**src/rtl/conv_sched_pkg.sv**
```systemverilog
// Shared types and default widths for the convolution loop-nest scheduler.
package conv_sched_pkg;

    localparam int W_DEF  = 4;
    localparam int AW_DEF = 32;

    typedef enum logic [1:0] {
        IDLE = 2'd0,
        RUN  = 2'd1,
        FIN  = 2'd2
    } state_t;

    // Config snapshot taken at start; widths follow the package defaults.
    typedef struct packed {
        logic [W_DEF-1:0]  c_fin;
        logic [W_DEF-1:0]  y_fin;
        logic [W_DEF-1:0]  x_fin;
        logic [AW_DEF-1:0] w_base;
        logic [AW_DEF-1:0] i_base;
        logic [AW_DEF-1:0] ystride;
        logic [AW_DEF-1:0] cstride;
    } cfg_t;

endpackage

```
**src/rtl/loop_ctr.sv**
```systemverilog
// One loop level: counts 0..fin, wrapping to 0 when advanced at fin.
module loop_ctr #(
    parameter int W = 4
) (
    input  logic         clk,
    input  logic         rst_n,
    input  logic         clear,
    input  logic         inc,
    input  logic [W-1:0] fin,
    output logic [W-1:0] idx,
    output logic         at_fin
);

    assign at_fin = (idx == fin);

    always_ff @(posedge clk or negedge rst_n) begin
        if (!rst_n) begin
            idx <= '0;
        end else if (clear) begin
            idx <= '0;
        end else if (inc) begin
            idx <= at_fin ? '0 : idx + 1'b1;
        end
    end

endmodule

```
**src/rtl/conv_loop_sched.sv**
```systemverilog
// Runtime-configurable (c, y, x) loop-nest scheduler issuing weight/input
// address pairs over a valid/ready stream; input address built with adds only.
module conv_loop_sched
    import conv_sched_pkg::*;
#(
    parameter int W  = W_DEF,
    parameter int AW = AW_DEF
) (
    input  logic          clk,
    input  logic          rst_n,
    input  logic          start,
    input  logic          abort,
    input  logic [W-1:0]  cfg_c_fin,
    input  logic [W-1:0]  cfg_y_fin,
    input  logic [W-1:0]  cfg_x_fin,
    input  logic [AW-1:0] cfg_w_base,
    input  logic [AW-1:0] cfg_i_base,
    input  logic [AW-1:0] cfg_i_ystride,
    input  logic [AW-1:0] cfg_i_cstride,
    output logic          busy,
    output logic          done,
    output logic          out_valid,
    input  logic          out_ready,
    output logic [AW-1:0] out_wa,
    output logic [AW-1:0] out_ia,
    output logic          out_first,
    output logic          out_last
);

    state_t        state;
    state_t        state_nxt;
    cfg_t          cfg;
    logic [AW-1:0] wa;
    logic [AW-1:0] ia;
    logic [AW-1:0] row;
    logic [AW-1:0] chan;
    logic [W-1:0]  x_idx;
    logic [W-1:0]  y_idx;
    logic [W-1:0]  c_idx;
    logic          x_at_fin;
    logic          y_at_fin;
    logic          c_at_fin;
    logic          load;
    logic          beat;
    logic          last_idx;

    // Abort outranks both a start in IDLE and an accepted beat in RUN.
    assign load     = (state == IDLE) && start && !abort;
    assign beat     = (state == RUN) && out_ready && !abort;
    assign last_idx = x_at_fin && y_at_fin && c_at_fin;

    loop_ctr #(.W(W)) u_x_ctr (
        .clk    (clk),
        .rst_n  (rst_n),
        .clear  (load),
        .inc    (beat),
        .fin    (cfg.x_fin),
        .idx    (x_idx),
        .at_fin (x_at_fin)
    );

    loop_ctr #(.W(W)) u_y_ctr (
        .clk    (clk),
        .rst_n  (rst_n),
        .clear  (load),
        .inc    (beat && x_at_fin),
        .fin    (cfg.y_fin),
        .idx    (y_idx),
        .at_fin (y_at_fin)
    );

    loop_ctr #(.W(W)) u_c_ctr (
        .clk    (clk),
        .rst_n  (rst_n),
        .clear  (load),
        .inc    (beat && x_at_fin && y_at_fin),
        .fin    (cfg.c_fin),
        .idx    (c_idx),
        .at_fin (c_at_fin)
    );

    always_ff @(posedge clk or negedge rst_n) begin
        if (!rst_n) begin
            state <= IDLE;
        end else begin
            state <= state_nxt;
        end
    end

    always_comb begin
        state_nxt = state;
        unique case (state)
            IDLE: if (load) state_nxt = RUN;
            RUN: begin
                if (abort) begin
                    state_nxt = IDLE;
                end else if (out_ready && last_idx) begin
                    state_nxt = FIN;
                end
            end
            FIN:     state_nxt = IDLE;
            default: state_nxt = IDLE;
        endcase
    end

    always_comb begin
        busy      = 1'b0;
        done      = 1'b0;
        out_valid = 1'b0;
        unique case (state)
            RUN: begin
                busy      = 1'b1;
                out_valid = 1'b1;
            end
            FIN:     done = 1'b1;
            default: ;
        endcase
    end

    assign out_first = out_valid && (x_idx == '0) && (y_idx == '0) && (c_idx == '0);
    assign out_last  = out_valid && last_idx;
    assign out_wa    = wa;
    assign out_ia    = ia;

    // row/chan remember the start of the current row/channel so every wrap
    // is a single add of one stride.
    always_ff @(posedge clk or negedge rst_n) begin
        if (!rst_n) begin
            cfg  <= '0;
            wa   <= '0;
            ia   <= '0;
            row  <= '0;
            chan <= '0;
        end else if (load) begin
            cfg.c_fin   <= cfg_c_fin;
            cfg.y_fin   <= cfg_y_fin;
            cfg.x_fin   <= cfg_x_fin;
            cfg.w_base  <= cfg_w_base;
            cfg.i_base  <= cfg_i_base;
            cfg.ystride <= cfg_i_ystride;
            cfg.cstride <= cfg_i_cstride;
            wa          <= cfg_w_base;
            ia          <= cfg_i_base;
            row         <= cfg_i_base;
            chan        <= cfg_i_base;
        end else if (beat) begin
            wa <= wa + 1'b1;
            if (!x_at_fin) begin
                ia <= ia + 1'b1;
            end else if (!y_at_fin) begin
                row <= row + cfg.ystride;
                ia  <= row + cfg.ystride;
            end else if (!c_at_fin) begin
                chan <= chan + cfg.cstride;
                row  <= chan + cfg.cstride;
                ia   <= chan + cfg.cstride;
            end
        end
    end

endmodule

```
**config.mk**
```make
export PLATFORM = sky130hd
export DESIGN_NAME = conv_loop_sched
export DESIGN_NICKNAME = d
export VERILOG_FILES = /design/src/rtl/conv_sched_pkg.sv /design/src/rtl/loop_ctr.sv /design/src/rtl/conv_loop_sched.sv
export SDC_FILE = /design/constraint.sdc
export NUM_CORES = 1
export LEC_CHECK = 0
export ABC_AREA = 1
export BUFFER_PORTS_ARGS = -buffer_cell sky130_fd_sc_hd__buf_2
export CORE_ASPECT_RATIO = 0.8
export CORE_MARGIN = 2
export CORE_UTILIZATION = 45
export DETAILED_ROUTE_END_ITERATION = 7
export PLACE_DENSITY = 0.71
export SETUP_SLACK_MARGIN = 0.15
export SLEW_MARGIN = 20
export SYNTH_ARGS = -nofsm -noshare
export SYNTH_HDL_FRONTEND = slang
export SYNTH_SLANG_ARGS = --single-unit
```
**constraint.sdc**
```tcl
create_clock -name clk -period 2.4 [get_ports clk]
set_clock_uncertainty 0.2 [all_clocks]
set_input_delay 0.36 -clock clk [delete_from_list [all_inputs] [get_ports clk]]
set_output_delay 0.36 -clock clk [all_outputs]
set_load 0.02 [all_outputs]
```
==> metrics list, run 1 <==
- Clock Path Buffers: 3
- Buffers on Ports: 213
- The startpoint identified for the worst hold timing path is cfg_i_base[25].
* Standard cell core area: 35840 sq um
- The endpoint identified for the worst register-to-register timing path is row[13].
- On the worst path, the slowest cell contributes a delay of 0.43 ns.
* Non-filler instance count after layout: 3661
- Hold slack: 0.03930 ns
* Portion of the clock cycle consumed by the worst path in the final layout: 113.5%
- After synthesis, the largest area contributor takes up 33.38% of total cell area.
- Sequential standard cell area: 5466 sq um
- Measured against its own limit, the worst slew margin works out to 56.79%.
- Clock period minus worst slack: 2.723 ns
* Total power of the final layout: 0.03143 W
- Dominant cell type by count on the critical path: sky130_fd_sc_hd__nand2_1
- Cell-by-cell trace of the critical path: ha_4, inv_1, nand2_2, inv_1, nand2_1, a21oi_2, nand2_2, xor2_1, nand2_1, nand2_1, nand2_1, a21oi_2
- CTS placed an instance of sky130_fd_sc_hd__clkbuf_16 at the clock tree root.
* NumNets Final: 3380
- The slowest stage of the critical path is the sky130_fd_sc_hd__dfrtp_1 cell.
- Sort of element at the start of the critical path: flop
* Residual DRC count: 0
- Buffers inserted during clock tree synthesis total 26.
- Top post-synthesis cells by area: sky130_fd_sc_hd__dfrtp_1, sky130_fd_sc_hd__nand2_1, sky130_fd_sc_hd__inv_1
- Including well taps, the total number of placed cells is 3377.
- Slew @ Worst Pin: 0.6482 ns
* Mean instance size in the synthesized netlist: 6.352 sq um
- Arrival time at the worst endpoint: 3.04 ns
* Number of instances in the synthesized netlist: 2573
- For this run, asynchronously set or reset flops after synthesis account for 100.0%.
* Clock tree from TritonCTS: built
* Result of the run: finished, violations left
- For this design the ratio of total power to cell area is 1226 nW/um^2.
- Average wire length per cell after detail routing: 20.42 um
- Number of placement rows: 62
- Crit Path Max Fanout: 3
* Initial DRC Count: 2320
* Final hold viol count: 0
* Count of H-tree levels built during CTS: 1
- By count the netlist is led by sky130_fd_sc_hd__nand2_1, sky130_fd_sc_hd__inv_1, sky130_fd_sc_hd__nor2_1.
* Leakage power total: 13.09 nW
* Final setup violation count: 101
* Height of the chip: 174.5 um
- Crit path capture type: flop
- Ratio of cells with drive above 1 in the final layout: 33.73%
- Placer's final routability congestion estimate: 1.052
- Die area: 37870 sq um
- The via count of the first global-routing pass is 19453.
* Overall track demand over capacity in global routing: 35.50%
- CTS clk-pin slew, worst paths: 0.08 ns
- Classification of the worst setup path: reg2reg
- Hold Path End: row[25]
* Number of diodes: 0
* Worst-case setup margin in the final layout: -0.3228 ns
* Total of max-cap violations: 0
- In the synthesized netlist the dominant register cell turns out to be sky130_fd_sc_hd__dfrtp_1.
- I/O pin count: 214
* Initial Utilization: 45.60%
* Largest net degree at the start of global routing: 109
* Remaining antenna violation count: 0
- Derived from the worst setup path, the maximum achievable clock frequency is 0.3673 GHz.
* Filler cell count in the final layout: 2728
- The number of antenna violations at the first check in global routing came to 0.
- Chip Width: 217.1 um
- Hold path depth: 5
* Netlist Area Pre-Place: 16340 sq um
- Cell with the most instances after synthesis: sky130_fd_sc_hd__nand2_1
* Sequential cell area fraction in the yosys report: 33.38%
* Area occupied by multi-input gates: 11940 sq um
- Of all cell types, the one taking the most synthesized area is sky130_fd_sc_hd__dfrtp_1.
- Worst VDD drop: 0.7892 mV
- Number of enable flip-flop cells after synthesis: 0
* Wirelength, routed: 74770 um
- Setup repair after global routing could not meet its margin everywhere.
* DP Worst Slack: -0.1408 ns
* Worst R2R Start: chan[12]
- Compared with the post-synthesis result, the final layout area differs by 56.90%.
- The first global-routing pass estimated 105700 um of wire.
- The max-slew violation total from the final report is 0.
- Number of storage elements in the synthesis netlist: 218
* Detailed-placement wirelength estimate: 45930 um
- Initial DRT Pass Iterations: 8
- Skew-Pair Late Insertion Delay: 0.60 ns
- The checks that failed: setup timing.
- Counting every net in the synthesized netlist gives 2790.
- Drt via density: 5.620
* Number of vias after detailed routing: 20575
* Syn. warnings: 0
* Sum of overflow across all layers after global routing: 0
- Clock net sink count: 218
* Number of distinct library cell variants in the gate-level netlist after synthesis: 51
- Kind of path behind the tightest hold check: in2reg
- In this run the register-to-register setup slack is -0.32 ns.
* Required time reported for the critical path endpoint: 2.72 ns
- Reg2Reg Depth: 12
==> cells in the final DEF (no fill, tap or decap), drive strengths merged, types with 36 or more instances in the layout <==
master	n
a21oi	131
a31oi	36
buf	491
clkbuf	39
dfrtp	218
dlygate4sd3	135
ha	70
inv	344
nand2	987
nand3	171
nor2	272
nor3	54
o21ai	64
==> worst max-delay path, delay by kind of cell, from the launching register on <==
| family | cells | cell delay, ns |
|---|---|---|
| AO/OA/AOI/OAI | 2 | 0.36 |
| adder cells (fa/ha/maj) | 1 | 0.20 |
| XOR/XNOR | 1 | 0.20 |
| AND/OR/NAND/NOR | 6 | 0.89 |
| flip-flops | 1 | 0.43 |
| buffers and inverters | 2 | 0.36 |
==> sequential cells by signal, indices dropped and copies added (netlist names) <==
name,cells
out_wa,32
u_y_ctr.idx,4
state,2
out_ia,32
chan,32
u_c_ctr.idx,4
row,32
cfg,76
u_x_ctr.idx,4
==> how the worst max path moves through the flow <==
stage | slack [ns] | cells after the start | to | startpoint
final | -0.32 | 12 | row[13] | chan[12]
after detailed placement | -0.14 | 13 | row[30] | cfg[0]
after global routing | -0.40 | 14 | out_ia[23] | chan[22]
after global placement | -0.23 | 11 | row[25] | cfg[13]
after floorplan | 0.18 | 11 | row[8] | cfg[32]
after CTS | -0.16 | 6 | out_last | u_x_ctr.idx[0]
==> power breakdown <==
group,internal (W),leakage (nW),switching [W]
Sequential,0.00491,2.62,0.00161
Clock,0.00263,0.447,0.00185
Combinational,0.00833,10.0,0.0121
==> stage by stage <==
step                      util, %  instance area, sq um  setup TNS [ns]
after CTS                   66.65                 23890          -1.799
after global routing        71.55                 25640          -26.94
after floorplan                 -                 16350               0
after detailed placement    53.45                 19160          -2.466
final                       71.55                 25640          -18.65
after global placement      53.45                 19160          -1.675
==> layer usage <==
metal | vias to the layer above | global-route usage, % | routed length (um)
met2 | 1376 | 55.24 | 32010
met3 | 354 | 7.909 | 9048
met5 | - | 0 | 0
met4 | 0 | 13.18 | 4282
met1 | 9539 | 48.25 | 29430
li1 | 9306 | - | -
==> cells by family after synthesis <==
family / after synthesis / synth area share, %
XOR/XNOR: 46 / 2.465
adder cells (fa/ha/maj): 72 / 5.604
buffers and inverters: 416 / 10.11
flip-flops: 218 / 33.38
AO/OA/AOI/OAI: 273 / 9.286
AND/OR/NAND/NOR: 1548 / 39.15
==> repair_timing <==
item | 4_1_cts | 5_1_grt
setup buffers | 50 | 36
hold buffers | 135 | 0
endpoints found under the hold margin | 351 | 0
gates cloned | 11 | 6
pin swaps | 152 | 111
gates resized for setup | 408 | 300
endpoints found under the setup margin | 91 | 124
==> layout make-up <==
cell class              count  share of cell area (%)
clock buffers              35                   2.786
clock inverters            11                  0.8100
inverters                 345                   5.250
multi-input cells        1939                   46.56
flip-flops and latches    218                   21.32
well taps                 480                   2.342
repair buffers            631                   20.83
repair inverters            2                  0.1073
Power figures use the tool's default switching activity.
==> inputs of run 2 (changes only) <==
--- a/config.mk
+++ b/config.mk
@@ -6,11 +6,12 @@
 export NUM_CORES = 1
 export LEC_CHECK = 0
 export ABC_AREA = 1
-export BUFFER_PORTS_ARGS = -buffer_cell sky130_fd_sc_hd__buf_2
+export BUFFER_PORTS_ARGS = -buffer_cell sky130_fd_sc_hd__clkbuf_2
 export CORE_ASPECT_RATIO = 0.8
 export CORE_MARGIN = 2
 export CORE_UTILIZATION = 45
 export DETAILED_ROUTE_END_ITERATION = 7
+export HOLD_SLACK_MARGIN = 0.02
 export PLACE_DENSITY = 0.71
 export SETUP_SLACK_MARGIN = 0.15
 export SLEW_MARGIN = 20
==> metrics list, run 2 (synthesized netlist as in run 1, its figures left out) <==
- The number of port buffers is 213 (unchanged).
- The worst-margin pin slew was 0.5906 ns (-0.05761 ns).
* Unrepaired setup endpoints after global routing: true
- The number of max-cap violations came to 0 (unchanged).
* Number of placement rows: 62 (unchanged)
- Violations in the final reports: setup timing
- The combined global-route utilization of all metal layers came to 33.37% (-2.1 points).
- The max-slew violation total from the final report is 0 (unchanged).
- P per Cell Area: 1227 nW/um^2 (+0.12%)
* Max FFs per register: 76 (unchanged)
* Worst-case setup margin in the final layout: -0.2260 ns (+0.09686 ns)
- Worst VDD drop: 0.7181 mV (-9.0%)
* Kind of path behind the tightest hold check: in2reg
- Drt via density: 5.530 (-1.6%)
- Skew-Pair Late Insertion Delay: 0.59 ns (about the same)
- The starting density of the core came to 45.60% (unchanged).
- Count of buffering cells on the critical path with inverters included: 2 (unchanged)
- Compared with the post-synthesis result, the final layout area differs by 57.91%.
* Number of diodes: 0 (unchanged)
- The final routed wire length divided by cell count was 19.40 um (-5.0%).
- Arrival time at the worst endpoint: 2.07 ns (-0.97 ns)
* Ratio of cells with drive above 1 in the final layout: 35.42% (+1.7 points)
* Register name with the most flops: cfg
- Antenna violations before repair: 0 (unchanged)
- The length in cells of the worst reg-to-reg path came to 16 (+4).
* Sort of element at the start of the critical path: flop
- Broken down by cell family, the worst path's largest delay share belongs to simple AND/OR/NAND/NOR gates.
* Initial DRC Count: 1892 (-18%)
- Slowest cell on the critical path: sky130_fd_sc_hd__dfrtp_1
* Filler cell count in the final layout: 2741 (+0.48%)
- The via count of the first global-routing pass is 18636 (-4.2%).
- The aggregate routed wire length came to 71000 um (-5.0%).
* Crit Path Max Fanout: 2 (-1)
* Non-filler instance count after layout: 3659 (-0.055%)
* Result of the run: finished, violations left
* Remaining antenna violation count: 0 (unchanged)
- CTS clk-pin slew, worst paths: 0.06 ns (-0.02 ns)
- Sum of overflow across all layers after global routing: 0 (unchanged)
- The pin count of the biggest net entering global routing came to 105 (-3.7%).
* Cell-by-cell trace of the critical path: or2_1, a21oi_2, nand2_2, buf_6, nor4b_4, clkbuf_8
- Number of vias after detailed routing: 20236 (-1.6%)
* Crit path capture type: output pin
- Setup slack on the worst flop-to-flop path: -0.19 ns (+0.13 ns)
- Clock Path Buffers: 3 (unchanged)
- Clock period minus worst slack: 2.626 ns (-0.09686 ns)
- The standard cell core area was 35840 sq um (unchanged).
- Clock net sink count: 218 (unchanged)
* Worst R2R Start: cfg[128]
* Most common cell after layout, fill and taps aside: sky130_fd_sc_hd__nand2_1
* Hold Path End: chan[23]
* Launch point of the worst hold path: cfg_i_base[23]
- The H-tree level count came to 1 (unchanged).
- The post-placement setup slack came to -0.1669 ns (-0.02610 ns).
- The required time of the worst setup path came to 1.84 ns (-0.88 ns).
- Final setup violation count: 76 (-25%)
- The max-slew headroom at the worst pin was 60.63% (+3.8 points).
- The cell depth of the worst hold path was 4 (-1).
- The hold violation total from the final report came to 0 (unchanged).
- Endpoint of the worst register-to-register path: chan[17]
- Peak clock frequency supported by timing: 0.3808 GHz (+3.7%)
* Leakage power total: 13.26 nW (+1.3%)
- The maximum cell stage delay along the critical path came to 0.38 ns (-0.05 ns).
- The DRC violation count after routing was 0 (unchanged).
* Global-route wire length before repair: 99320 um (-6.1%)
- The horizontal die dimension came to 217.1 um (unchanged).
- The vertical extent of the die was 174.5 um (unchanged).
- I/O pin count: 214 (unchanged)
- Placer's final routability congestion estimate: 0.9721 (-7.6%)
- Initial DRT Pass Iterations: 6 (-2)
- Classification of the worst setup path: reg2out
- Die area: 37870 sq um (unchanged)
- The library cells used most frequently in the layout, excluding fill and tap cells, are sky130_fd_sc_hd__nand2_1, sky130_fd_sc_hd__inv_1, sky130_fd_sc_hd__clkbuf_2.
- The number of placed instances with taps included was 3368 (-0.27%).
* NumNets Final: 3382 (+0.059%)
- The tree is rooted in a sky130_fd_sc_hd__clkbuf_16.
- The detailed placer's ending HPWL is 45560 um (-0.80%).
* Number of buffers added by the clock tree synthesis step: 27 (+3.8%)
* Portion of the clock cycle consumed by the worst path in the final layout: 109.4% (-4.0 points)
- TritonCTS built the clock tree.
==> run 2: cell count changes in the layout (fill, tap and decap cells not counted), sizes merged <==
cell,previous run,this run
inv,344,342
buf,491,272
dlygate4sd3,135,140
clkinv,5,2
clkbuf,39,260
bufinv,5,2
bufbuf,1,0
==> run 2: worst max path at each step <==
stage	start	endpoint	slack (ns)	cells after the start
after floorplan	cfg[32]	row[8]	0.18	11
after global placement	cfg[32]	row[14]	-0.13	13
after detailed placement	cfg[32]	row[12]	-0.17	12
after CTS	cfg[128]	out_last	-0.17	6
after global routing	cfg[128]	out_last	-0.30	6
final	cfg[128]	out_last	-0.23	6
==> run 2: tightest hold or removal path: cells and delay by family <==
kind / cells / cell delay, ns
buffers and inverters: 2 / 0.25
AND/OR/NAND/NOR: 1 / 0.13
AO/OA/AOI/OAI: 1 / 0.06
==> run 2: final cells by class <==
| cell class | instances | area [sq um] | area share [%] |
|---|---|---|---|
| multi-input combinational | 1939 | 12240 | 47.43 |
| sequential | 218 | 5470 | 21.20 |
| timing repair buffer | 634 | 5273 | 20.43 |
| inverter | 345 | 1364 | 5.285 |
| clock buffer | 38 | 767.0 | 2.972 |
| tap | 480 | 600.6 | 2.327 |
| clock inverter | 5 | 92.59 | 0.3588 |
==> run 2: timing repair <==
action / 4_1_cts / 5_1_grt
hold buffers: 140 / 0
hold endpoints to repair: 235 / 0
endpoints found under the setup margin: 89 / 111
pin swaps: 113 / 195
resized for setup: 351 / 422
gates cloned: 3 / 15
buffers inserted: 26 / 65
==> run 2: power by group <==
part,switching (W),internal [W],leakage (nW)
Sequential,0.00161,0.00492,2.62
Combinational,0.0122,0.00875,10.2
Clock,0.00175,0.00242,0.418
Total,0.0156,0.0161,13.3
==> run 2: routing by layer <==
layer | global-route usage, % | up-vias | share of wire, %
li1 | - | 9319 | -
met1 | 45.63 | 9603 | 41
met2 | 51.68 | 1099 | 44
met3 | 7.314 | 213 | 10
met4 | 12.50 | 2 | 4.7
met5 | 0 | - | 0.048
==> run 2: per-stage QoR <==
stage               hold slack (ns)  TNS, ns  power [W]  util, %  instance area (sq um)
finish                      0.07185   -7.703    0.03168    72.01                  25810
global route                0.05466   -15.73    0.03353    72.01                  25810
CTS                         0.03030  -0.2102    0.02743    64.83                  23230
global placement             0.1626   -1.400    0.02025    53.26                  19090
floorplan                   -0.1356        0    0.01495        -                  16350
detailed placement           0.1695   -2.940    0.02051    53.26                  19090
==> inputs of run 3 (changes only) <==
--- a/config.mk
+++ b/config.mk
@@ -7,7 +7,7 @@
 export LEC_CHECK = 0
 export ABC_AREA = 1
 export BUFFER_PORTS_ARGS = -buffer_cell sky130_fd_sc_hd__clkbuf_2
-export CORE_ASPECT_RATIO = 0.8
+export CORE_ASPECT_RATIO = 0.7
 export CORE_MARGIN = 2
 export CORE_UTILIZATION = 45
 export DETAILED_ROUTE_END_ITERATION = 7
==> metrics list, run 3 (synthesized netlist as in run 1, its figures left out) <==
* Result of the run: finished, violations left
* Violations in the final reports: setup timing
- Average wire length per cell after detail routing: 20.47 um (+5.5%)
- Residual DRC count: 0 (unchanged)
- The total power density per cell area came to 1234 nW/um^2 (+0.52%).
- The number of clock buffers inserted by TritonCTS is 27 (unchanged).
- Hold path depth: 3 (-1)
- The worst ir drop on vdd was 0.7043 mV (-1.9%).
* Classification of the worst setup path: reg2reg
- Sum of overflow across all layers after global routing: 0 (unchanged)
- Buffer cell driving the clock tree root: sky130_fd_sc_hd__clkbuf_16
- Ratio of cells with drive above 1 in the final layout: 29.51% (-5.9 points)
- Total negative setup slack: -15.32 ns (-7.615 ns)
* Clock net sink count: 218 (unchanged)
- The endpoint identified for the worst register-to-register timing path is out_ia[26].
- The post-layout minimum cycle time came to 2.679 ns (+0.05329 ns).
- Launch point of the worst hold path: cfg_i_base[19]
- CTS clk-pin slew, worst paths: 0.06 ns (about the same)
- The hold violation total from the final report was 0 (unchanged).
- The via count was 20506 (+1.3%).
- Highest-count cells in the layout ignoring fill and taps: sky130_fd_sc_hd__nand2_1, sky130_fd_sc_hd__inv_1, sky130_fd_sc_hd__buf_4
- The arrival time of the worst setup path came to 2.93 ns (+0.86 ns).
* Standard cell core area: 35850 sq um (about the same)
* Required time reported for the critical path endpoint: 2.65 ns (+0.81 ns)
* Reg2Reg Depth: 17 (+1)
- Remaining antenna violation count: 0 (unchanged)
* Die area: 37880 sq um (about the same)
- Unrepaired setup endpoints after global routing: true
* Kind of path behind the tightest hold check: in2reg
- The max-slew headroom at the worst pin is 52.90% (-7.7 points).
- Skew-Pair Late Insertion Delay: 0.57 ns (-0.02 ns)
- Number of global-route vias before repair: 19075 (+2.4%)
- Clock Path Buffers: 3 (unchanged)
- Placed inst area: 19460 sq um (+1.9%)
- Combinational power share: 64.7% (-1.5 points)
* Crit path capture type: flop
* Sort of element at the start of the critical path: flop
- The reported leakage power came to 12.91 nW (-2.6%).
- Chip Width: 231.8 um (+6.8%)
- Net switching component of the power: 0.01525 W (-2.2%)
* Count of placed standard cells including taps: 3417 (+1.5%)
- Max FFs per register: 76 (unchanged)
- The number of max-cap violations was 0 (unchanged).
* Most common cell after layout, fill and taps aside: sky130_fd_sc_hd__nand2_1
- The worst-margin pin slew was 0.7065 ns (+0.1159 ns).
* Initial DRT Pass Iterations: 8 (+2)
- The path with the worst hold slack has its endpoint at row[19].
* Clock tree from TritonCTS: built
- Peak clock frequency supported by timing: 0.3732 GHz (-2.0%)
* Portion of the clock cycle consumed by the worst path in the final layout: 111.6% (+2.2 points)
- Wirelength, routed: 75260 um (+6.0%)
* Number of max-slew violations in the final report: 0 (unchanged)
- Count of H-tree levels built during CTS: 1 (unchanged)
- Height of the chip: 163.4 um (-6.3%)
* Placer's final routability congestion estimate: 1.088 (+12%)
- The standard-cell row count is 58 (-6.5%).
* Worst-case setup margin in the final layout: -0.2793 ns (-0.05329 ns)
* Initial DRC Count: 2570 (+36%)
- Final setup violation count: 101 (+33%)
- Total power of the final layout: 0.03074 W (-3.0%)
- Counting flops per register, the top entry is cfg.
- Worst R2R Start: u_x_ctr.idx[0]
- The clock share of power came to 13.8% (+0.6 points).
- Proportion of power drawn by flip-flops and latches: 21.5% (+0.9 points)
* Antenna violations before repair: 0 (unchanged)
* I/O pin count: 214 (unchanged)
* Drt via density: 5.578 (+0.87%)
- Non-filler instance count after layout: 3676 (+0.46%)
- The number of port buffers is 213 (unchanged).
* Largest net degree at the start of global routing: 93 (-11%)
- The biggest fanout along the worst timing path is 6 (+4).
- The internal power was 0.01549 W (-3.7%).
- Global-route wire length before repair: 109100 um (+9.9%)
- The detailed placer's ending HPWL was 51040 um (+12%).
- The switching part of the total power was 49.61% (+0.40 points).
- The combined global-route utilization of all metal layers was 37.83% (+4.5 points).
- NumNets Final: 3393 (+0.33%)
* Initial Utilization: 45.59% (about the same)
- Area added between synthesis and finish: 52.45%
- The setup slack of the most critical reg-to-reg path was -0.28 ns (-0.09 ns).
* Design Area, Final: 24920 sq um (-3.5%)
run 3: cell types whose count changed in the layout (fill, tap and decap cells not counted), sizes merged:
cell         before  now
dlygate4sd3     140  126
clkinv            2    8
buf             272  304
clkinvlp          4    3
inv             342  343
diode             0    1
clkbuf          260  252
run 3: metrics by stage:
step	utilization, %	hold slack [ns]	setup WS [ns]
after floorplan	-	-0.1356	0.1793
after global placement	54.28	0.1602	-0.1941
after detailed placement	54.28	0.1610	-0.2072
after CTS	66.19	0.02177	-0.1714
after global routing	69.49	0.03164	-0.3537
final	69.50	0.03347	-0.2793
run 3: power by group through the flow:
| stage | logic (W) | clock network, W | registers, W |
|---|---|---|---|
| after floorplan | 0.00869 | 0 | 0.00626 |
| after global routing | 0.0214 | 0.00438 | 0.00668 |
| final | 0.0199 | 0.00423 | 0.00662 |
| after CTS | 0.0177 | 0.00422 | 0.00637 |
| after detailed placement | 0.0155 | 0 | 0.00627 |
| after global placement | 0.0153 | 0 | 0.00625 |
run 3: critical path, stage by stage, from the launching register on:
cell,delay [ns]
sky130_fd_sc_hd__dfrtp_1,0.40
sky130_fd_sc_hd__or2_1,0.23
sky130_fd_sc_hd__a21oi_2,0.15
sky130_fd_sc_hd__nand2_2,0.09
sky130_fd_sc_hd__buf_6,0.12
sky130_fd_sc_hd__buf_6,0.10
sky130_fd_sc_hd__buf_6,0.10
sky130_fd_sc_hd__buf_6,0.12
sky130_fd_sc_hd__nand2_8,0.10
sky130_fd_sc_hd__buf_6,0.10
sky130_fd_sc_hd__buf_6,0.11
sky130_fd_sc_hd__buf_12,0.13
sky130_fd_sc_hd__buf_16,0.13
sky130_fd_sc_hd__buf_6,0.11
sky130_fd_sc_hd__a21oi_4,0.03
sky130_fd_sc_hd__buf_6,0.13
sky130_fd_sc_hd__nor2_4,0.13
sky130_fd_sc_hd__a21oi_2,0.06
run 3: worst max path at each step:
| stage | startpoint | endpoint | slack [ns] | depth (start not counted) |
|---|---|---|---|---|
| finish | u_x_ctr.idx[0] | out_ia[26] | -0.28 | 17 |
| global route | u_x_ctr.idx[0] | out_ia[26] | -0.35 | 17 |
| CTS | u_x_ctr.idx[0] | out_last | -0.17 | 6 |
| detailed placement | cfg[0] | out_ia[16] | -0.21 | 13 |
| global placement | cfg[0] | out_ia[16] | -0.19 | 13 |
| floorplan | cfg[32] | row[8] | 0.18 | 11 |
run 3: timing repair:
| item | CTS | global route |
|---|---|---|
| cloned | 16 | 5 |
| resized for setup | 279 | 244 |
| endpoints found under the setup margin | 81 | 136 |
| hold buffers | 126 | 0 |
| setup buffers | 50 | 14 |
| hold endpoints to repair | 195 | 0 |
| pin swaps | 80 | 47 |
run 3: layer usage:
layer  global-route usage, %  up-vias  wire (um)
met5                       0        -          0
met4                   12.94        0       3086
met1                   51.80     9650      31180
met2                   54.12     1260      30880
li1                        -     9352          -
met3                   14.72      244      10110
run 3: layout make-up:
| cell class | count | area [sq um] |
|---|---|---|
| multi-input combinational | 1939 | 11100 |
| timing repair buffer | 645 | 5514 |
| fill | 2886 | 10930 |
| sequential | 218 | 5468 |
| antenna | 1 | 2.502 |
| inverter | 345 | 1348 |
| clock inverter | 11 | 113.9 |
| clock buffer | 37 | 773.2 |
| tap | 480 | 600.6 |
